===== src/rtl/decode_pkg.sv =====
// Shared decode-side types: instruction buffer depth,
// fetch bundle and buffer control states.
package decode_pkg;

  localparam int IBUF_DEPTH = 4;

  typedef struct packed {
    logic [31:0] instr;
    logic [31:0] pc;
  } fetch_entry_t;

  typedef enum logic {
    RUN   = 1'b0,
    FLUSH = 1'b1
  } ibuf_state_t;

endpackage


===== src/rtl/ibuf_ctrl.sv =====
// Instruction buffer between fetch and decode:
// circular queue with valid/ready on both sides and flush.
module ibuf_ctrl
  import decode_pkg::*;
#(
  parameter int DEPTH = IBUF_DEPTH
) (
  input  logic                   clk,
  input  logic                   reset,
  input  logic [31:0]            instr,
  input  logic [31:0]            pc_in,
  input  logic                   valid_in,
  output logic                   ready_in,
  output logic [31:0]            instr_out,
  output logic [31:0]            pc_out,
  output logic                   valid_out,
  input  logic                   ready_out,
  input  logic                   flush,
  output logic [$clog2(DEPTH):0] count
);

  localparam int AW = $clog2(DEPTH);
  localparam int CW = AW + 1;
  localparam logic [CW-1:0] FULL = CW'(DEPTH);

  fetch_entry_t  r_mem [DEPTH];
  logic [AW-1:0] r_head;
  logic [AW-1:0] r_tail;
  logic [CW-1:0] r_count;
  ibuf_state_t   r_state;
  ibuf_state_t   w_state_nxt;
  logic          w_enq;
  logic          w_deq;

  // ready_in depends only on state, occupancy and flush,
  // never on ready_out.
  always_comb begin
    w_state_nxt = r_state;
    ready_in    = 1'b0;
    valid_out   = 1'b0;
    unique case (r_state)
      RUN: begin
        ready_in  = (r_count != FULL) && !flush;
        valid_out = (r_count != '0) && !flush;
        if (flush) w_state_nxt = FLUSH;
      end
      FLUSH: begin
        if (!flush) w_state_nxt = RUN;
      end
      default: w_state_nxt = RUN;
    endcase
  end

  assign w_enq     = valid_in && ready_in;
  assign w_deq     = valid_out && ready_out;
  assign instr_out = r_mem[r_head].instr;
  assign pc_out    = r_mem[r_head].pc;
  assign count     = r_count;

  always_ff @(posedge clk) begin
    if (reset) begin
      r_state <= RUN;
      r_head  <= '0;
      r_tail  <= '0;
      r_count <= '0;
    end else begin
      r_state <= w_state_nxt;
      if (flush) begin
        r_head  <= '0;
        r_tail  <= '0;
        r_count <= '0;
      end else begin
        if (w_enq) r_tail <= r_tail + 1'b1;
        if (w_deq) r_head <= r_head + 1'b1;
        unique case ({w_enq, w_deq})
          2'b10:   r_count <= r_count + 1'b1;
          2'b01:   r_count <= r_count - 1'b1;
          default: r_count <= r_count;
        endcase
      end
    end
  end

  always_ff @(posedge clk) begin
    if (w_enq && !reset)
      r_mem[r_tail] <= '{instr: instr, pc: pc_in};
  end

endmodule

===== config.mk =====
export PLATFORM = sky130hd
export DESIGN_NAME = ibuf_ctrl
export DESIGN_NICKNAME = d
export VERILOG_FILES = /design/src/rtl/decode_pkg.sv /design/src/rtl/ibuf_ctrl.sv
export SDC_FILE = /design/constraint.sdc
export NUM_CORES = 1
export LEC_CHECK = 0
export ABC_AREA = 1
export CAP_MARGIN = 30
export CORE_UTILIZATION = 49
export DETAILED_ROUTE_END_ITERATION = 8
export GPL_ROUTABILITY_DRIVEN = 1
export PLACE_DENSITY = 0.73
export SYNTH_ARGS = -nofsm -noshare
export SYNTH_HDL_FRONTEND = slang
export SYNTH_SLANG_ARGS = --single-unit

===== constraint.sdc =====
create_clock -name clk -period 11.6 [get_ports clk]
set_input_delay 2.32 -clock clk [delete_from_list [all_inputs] [get_ports clk]]
set_output_delay 2.32 -clock clk [all_outputs]
set_load 0.01 [all_outputs]

======== After elaboration in Yosys (flattened, before gate mapping) ========
Memories as Yosys holds them, arrays and structs flattened. A register that Yosys moved wholly into a read port is not among the register bits.
Cells that the tools add are included.
word-level totals
  memory bits (writable) .................. 256
  memories kept ........................... 1
  bits in read-only memories .............. 0
  latch bits .............................. 0
  bits in registers ....................... 8
  bits of input ports ..................... 69
operators by class
  $add $sub $neg .......................... 4
  muxes and demuxes ....................... 8
  equality and inequality tests ........... 3
  divide/modulo/power cells ............... 0
  shift operators ......................... 0
  magnitude comparators ................... 0
  reduce and logical (&&, ||, !) cells .... 10
  bitwise operators ....................... 0
  $mul .................................... 0
memories
  memory  depth  width  rd ports  clocked after memory_dff  wr ports  line             source
  r_mem   4      64     1         1                         1         ibuf_ctrl.sv:26  fetch_entry_t r_mem [DEPTH];
operator list
  operator             number
  $pmux 3 s2           1
  $logic_and 1x1->1    5
  $mux 1               5
  $add 2x1->2 const B  2
  $mux 2               2
  $add 3x1->3 const B  1
  $ne 3x3->1 const B   1
  $reduce_bool 3->1    1
  $sub 3x1->3 const B  1
  $eq 2x1->1 const B   1
  $eq 2x2->1 const B   1
  $logic_not 1->1      2
  $reduce_bool 2->1    1
  $reduce_or 2->1      1

======== Longest topological paths before layout ========
  depth in word-level cells ............... 7
  mapped depth ............................ 13
  mapped depth without buffers ............ 13

======== Worst setup path before layout ========
Ideal clock, no wire load.
  path kind ............................... input to register
  start ................................... input port flush
  end ..................................... memory r_mem[0][0] (netlist bit) (enable)
  path buffers ............................ 0
  setup slack ............................. 3.627 ns
  arrival ................................. 7.394 ns
  cell stages on the path ................. 3
  cells stage by stage .................... nor2_4 nand3_1 nor3b_1
between the ends
  word-level cells in the longest chain between the ends .. 7
RTL lines
  what                          line             source
  from (decl)                   ibuf_ctrl.sv:18  input logic flush,
  $logic_not 1->1               --
  $logic_and 1x1->1             ibuf_ctrl.sv:43  ready_in = (r_count != FULL) && !flush;
  $mux 1                        ibuf_ctrl.sv:41  unique case (r_state)
  $logic_and 1x1->1             ibuf_ctrl.sv:54  assign w_enq = valid_in && ready_in;
  $logic_and 1x1->1             ibuf_ctrl.sv:85  if (w_enq && !reset)
  $mux 1                        ibuf_ctrl.sv:85
  $mux 1 (implied by the code)  ibuf_ctrl.sv:86  r_mem[r_tail] <= '{instr: instr, pc: pc_in};
  to (decl)                     ibuf_ctrl.sv:26
No other way between the ends.

======== Worst setup path in the final report ========
  start ................................... input port flush
  end ..................................... output port valid_out
between the ends
  word-level cells in the longest chain between the ends .. 3
RTL lines
  what               line             source
  $logic_not 1->1    --
  $logic_and 1x1->1  ibuf_ctrl.sv:44  valid_out = (r_count != '0) && !flush;
  $mux 1             ibuf_ctrl.sv:41
  to (decl)          ibuf_ctrl.sv:16  output logic valid_out,
No other way between the ends.

==> run summary <==
* 6.00 ns — time the final worst path needs with I/O delays and setup
* 23 — count of distinct cell types in the synthesized netlist
* 5.39 — Via-to-Cell Ratio
* 18.9% — overall track demand over capacity in global routing
* clkdlybuf4s50_1 -> nor2_4 -> nand2_1 -> inv_1 -> clkdlybuf4s50_1 — Cell Chain, Critical Path
* 0.980 ns — Worst Max-Slew Pin Slew
* 4.11 nW — Leakage Power
* 0.122 mV — peak ir drop on the vdd network
* 0.728 — RD Place Congestion
* 3 — Bufs and invs on worst path
* 0 — Overflow after GRT
* complete, no violations — status
* 772 — nets in the synthesized netlist
* 19.9 mm — Routed WL
* 7890 µm² — register area
* 1830 µm² — total area of multi-input combinational cells
* sky130_fd_sc_hd__edfxtp_1 — library cell with the largest summed area after synthesis
* 10.7 mm — Detail Placement HPWL
* 76.4% — area share of the leading cell type in the synthesized netlist
* 8.62 mm — met1 WL
* 0% — ys async rst share
* 0.06 ns — post-CTS clock slew at the launch and capture registers of the worst setup and hold paths
* 14.4 µm² — average cell area after synthesis
* 1 — H-tree depth
* 5 — Pre-antenna DRT Iters
* 266 — sink count of the clock tree
* 145 µm — overall die height
* 77 — largest net degree at the start of global routing
* 0 — Slew Viols, Final
* 51.7% — Tcrit/Tclk final
* 52 — placement row count
* sky130_fd_sc_hd__edfxtp_1, sky130_fd_sc_hd__nor2_1, sky130_fd_sc_hd__o21ai_0 — most instantiated cells after synthesis
* 266 — Seq cells post-synth
* 9.28 ns — worst setup slack for register-to-register paths
* 154 nW/µm² — power density over the cells
* sky130_fd_sc_hd__edfxtp_1 — library cell with the highest instance count after synthesis
* 31.2 mm — global-route wire length before repair
* 5.61 ns — minimum setup slack after placement
* 2 — Hold Crit Depth
* 5 — Worst Reg2Reg Path Length in Cells
* 389 — iteration-0 DRC count of the detailed router
* r_head[0] — beginning of the worst hold path
* 5.90% — share of layout cells above drive strength 1
* 0.00894 ns — final worst clock skew
* 0 — total number of yosys warnings
* no — setup repair after global routing missed its margin
* yes — CTS tree
* buffers and inverters — Top delay family on crit path
* sky130_fd_sc_hd__edfxtp_1, sky130_fd_sc_hd__nor2_1, sky130_fd_sc_hd__o22ai_1, sky130_fd_sc_hd__o21ai_0, sky130_fd_sc_hd__o21ai_1 — biggest area contributors in the synthesized netlist
* 138 — count of pins on the block boundary
* 34.6% — Relative slew margins
* 0 — Gates resized, CTS repair
* 78.4% — register area share after synthesis
* 26 — number of buffers inserted during clock tree synthesis
* primary input — Critical Path Source Type
* 1532 — count of filler cells inserted in the layout
* 9.28 ns — critical path required time
* in2out — critical setup path kind
* 49.9% — starting utilization of the core area
* 10100 µm² — cell area after synthesis
* 256 — number of enable flip-flop cells after synthesis
* 0 — number of DRC violations after detailed routing
* 0 ns — setup TNS after final layout
* 1.25 mm — detailed route wirelength on metal3
* 3 — buffer levels on the longest clock path
* 1.90 mW — total power consumption of the routed design
* 6029 — routed via count
* 0 — Setup-failing EPs final
* reg2reg — worst min path class
* 5.60 ns — Worst Slack Setup Final
* 9.87 mm — Routed met2 length
* 0.51 ns — clock insertion delay at the later pin of the skew report
* r_mem[1][24] — destination of the worst register-to-register timing path
* 145 µm — Die Wd
* 697 — gate count of the mapped netlist
* 0 — Post-CTS Hold Fix Bufs
* 906 — number of nets in the layout
* 0 — max_cap viols
* 1 — initial antenna violation count
* 23.0% — growth of design area from synthesis to finish
* 0.52 ns — delay of the slowest critical-path stage
* count[1] — startpoint of the lowest-slack register-to-register path
* 137 — number of I/O port buffers
* 20200 µm² — area of the core region
* sky130_fd_sc_hd__clkbuf_16 — master cell of the clock root buffer
* 0 — Setup Fix Bufs, Post-CTS
* sky130_fd_sc_hd__clkdlybuf4s50_1 — Slowest cell on crit path
* sky130_fd_sc_hd__clkdlybuf4s50_1 — most frequent CP cell
* met4 — top sig layer
* 167 MHz — Max Freq
* 21100 µm² — full die area
* primary output — capturing element type of the critical path
* 0 — endpoints failing hold
* 3.68 ns — endpoint arrival time on the critical path
* 0 — number of nets with antenna violations after routing
* sky130_fd_sc_hd__edfxtp_1 — Top FF cell, synth
* 5 — Critical Path Stages
* flush — CP startpoint
* 5899 — via count of the first global-routing pass
* 17.8 µm — final routed wire length divided by cell count
* 7 — Max FO, Critical Path
flip-flops by register name, indices dropped and copies added, names as in the netlist, named ones only:
signal   flops
r_mem      256
count        3
r_tail       2
r_head       2
r_state      1
report_power, final:
group / leakage [nW] / internal (mW) / switching [mW]
clock: 0.377 / 0.442 / 0.320
combinational: 1.34 / 0.0385 / 0.0346
sequential: 2.39 / 1.06 / 0.00242
total: 4.11 / 1.54 / 0.357
worst min-delay path, cell delays in order, from the launching register on:
cell and delay (ns):
sky130_fd_sc_hd__dfxtp_1 0.32, sky130_fd_sc_hd__inv_1 0.07, sky130_fd_sc_hd__a21oi_1 0.06
cell usage in the layout (no fill, tap or decap):
cell type,n
sky130_fd_sc_hd__ha_1,5
sky130_fd_sc_hd__inv_2,1
sky130_fd_sc_hd__edfxtp_1,256
sky130_fd_sc_hd__clkdlybuf4s50_1,137
sky130_fd_sc_hd__o21ai_1,56
sky130_fd_sc_hd__nand4_1,3
sky130_fd_sc_hd__dfxtp_1,8
sky130_fd_sc_hd__nor3b_2,4
sky130_fd_sc_hd__inv_1,18
sky130_fd_sc_hd__a21oi_1,3
sky130_fd_sc_hd__bufinv_16,1
sky130_fd_sc_hd__clkbuf_1,6
sky130_fd_sc_hd__buf_4,9
sky130_fd_sc_hd__clkbuf_16,27
sky130_fd_sc_hd__o21ai_0,73
sky130_fd_sc_hd__nor2_1,139
sky130_fd_sc_hd__nor2_4,1
sky130_fd_sc_hd__dfxtp_2,1
sky130_fd_sc_hd__nor4_1,1
sky130_fd_sc_hd__buf_12,1
sky130_fd_sc_hd__clkinv_2,3
sky130_fd_sc_hd__o22ai_1,64
sky130_fd_sc_hd__inv_4,1
sky130_fd_sc_hd__diode_2,1
sky130_fd_sc_hd__dfxtp_4,1
sky130_fd_sc_hd__nand2_1,16
sky130_fd_sc_hd__nand3_1,4
sky130_fd_sc_hd__fa_1,1
sky130_fd_sc_hd__clkinv_1,7
metrics by stage:
step	util, %	instance area, µm²	cells	hold WS [ns]
2_1_floorplan	-	10100	697	0.443
3_3_place_gp	57.4	11600	1072	0.461
3_5_place_dp	57.5	11600	1073	0.465
4_1_cts	61.3	12400	1117	0.490
5_1_grt	61.3	12400	1117	0.545
6_report	61.3	12400	1118	0.483
final cells by class:
cell class / instances / area share (%)
antenna: 1 / 0.0202
clock buffer: 33 / 5.64
clock inverter: 11 / 0.577
inverter: 20 / 0.627
multi-input combinational: 370 / 14.8
sequential: 266 / 63.8
tap: 270 / 2.73
timing repair buffer: 147 / 11.8
routing by layer:
layer	vias up	track usage [%]
li1	2876	-
met1	2962	25.1
met2	172	32.5
met3	19	3.58
met4	0	3.68
met5	-	0
kinds of logic (layout without fill, tap and decap cells):
logic type,count (synthesis),in the layout,share of synthesized area (%)
buffers and inverters,61,211,3.59
AOI/OAI and AO/OA,196,196,10.5
adders and majority gates,6,6,0.821
DFF,266,266,78.4
and+or+nand+nor,168,168,6.64
other,0,1,0
worst max path at each step:
stage / end / slack [ns]
6_report: valid_out / 5.60
4_1_cts: valid_out / 5.60
3_5_place_dp: valid_out / 5.61
2_1_floorplan: r_mem[0][0] / 3.63
3_3_place_gp: valid_out / 5.62
5_1_grt: valid_out / 5.52
No activity file was read; power rests on OpenSTA's default activity.
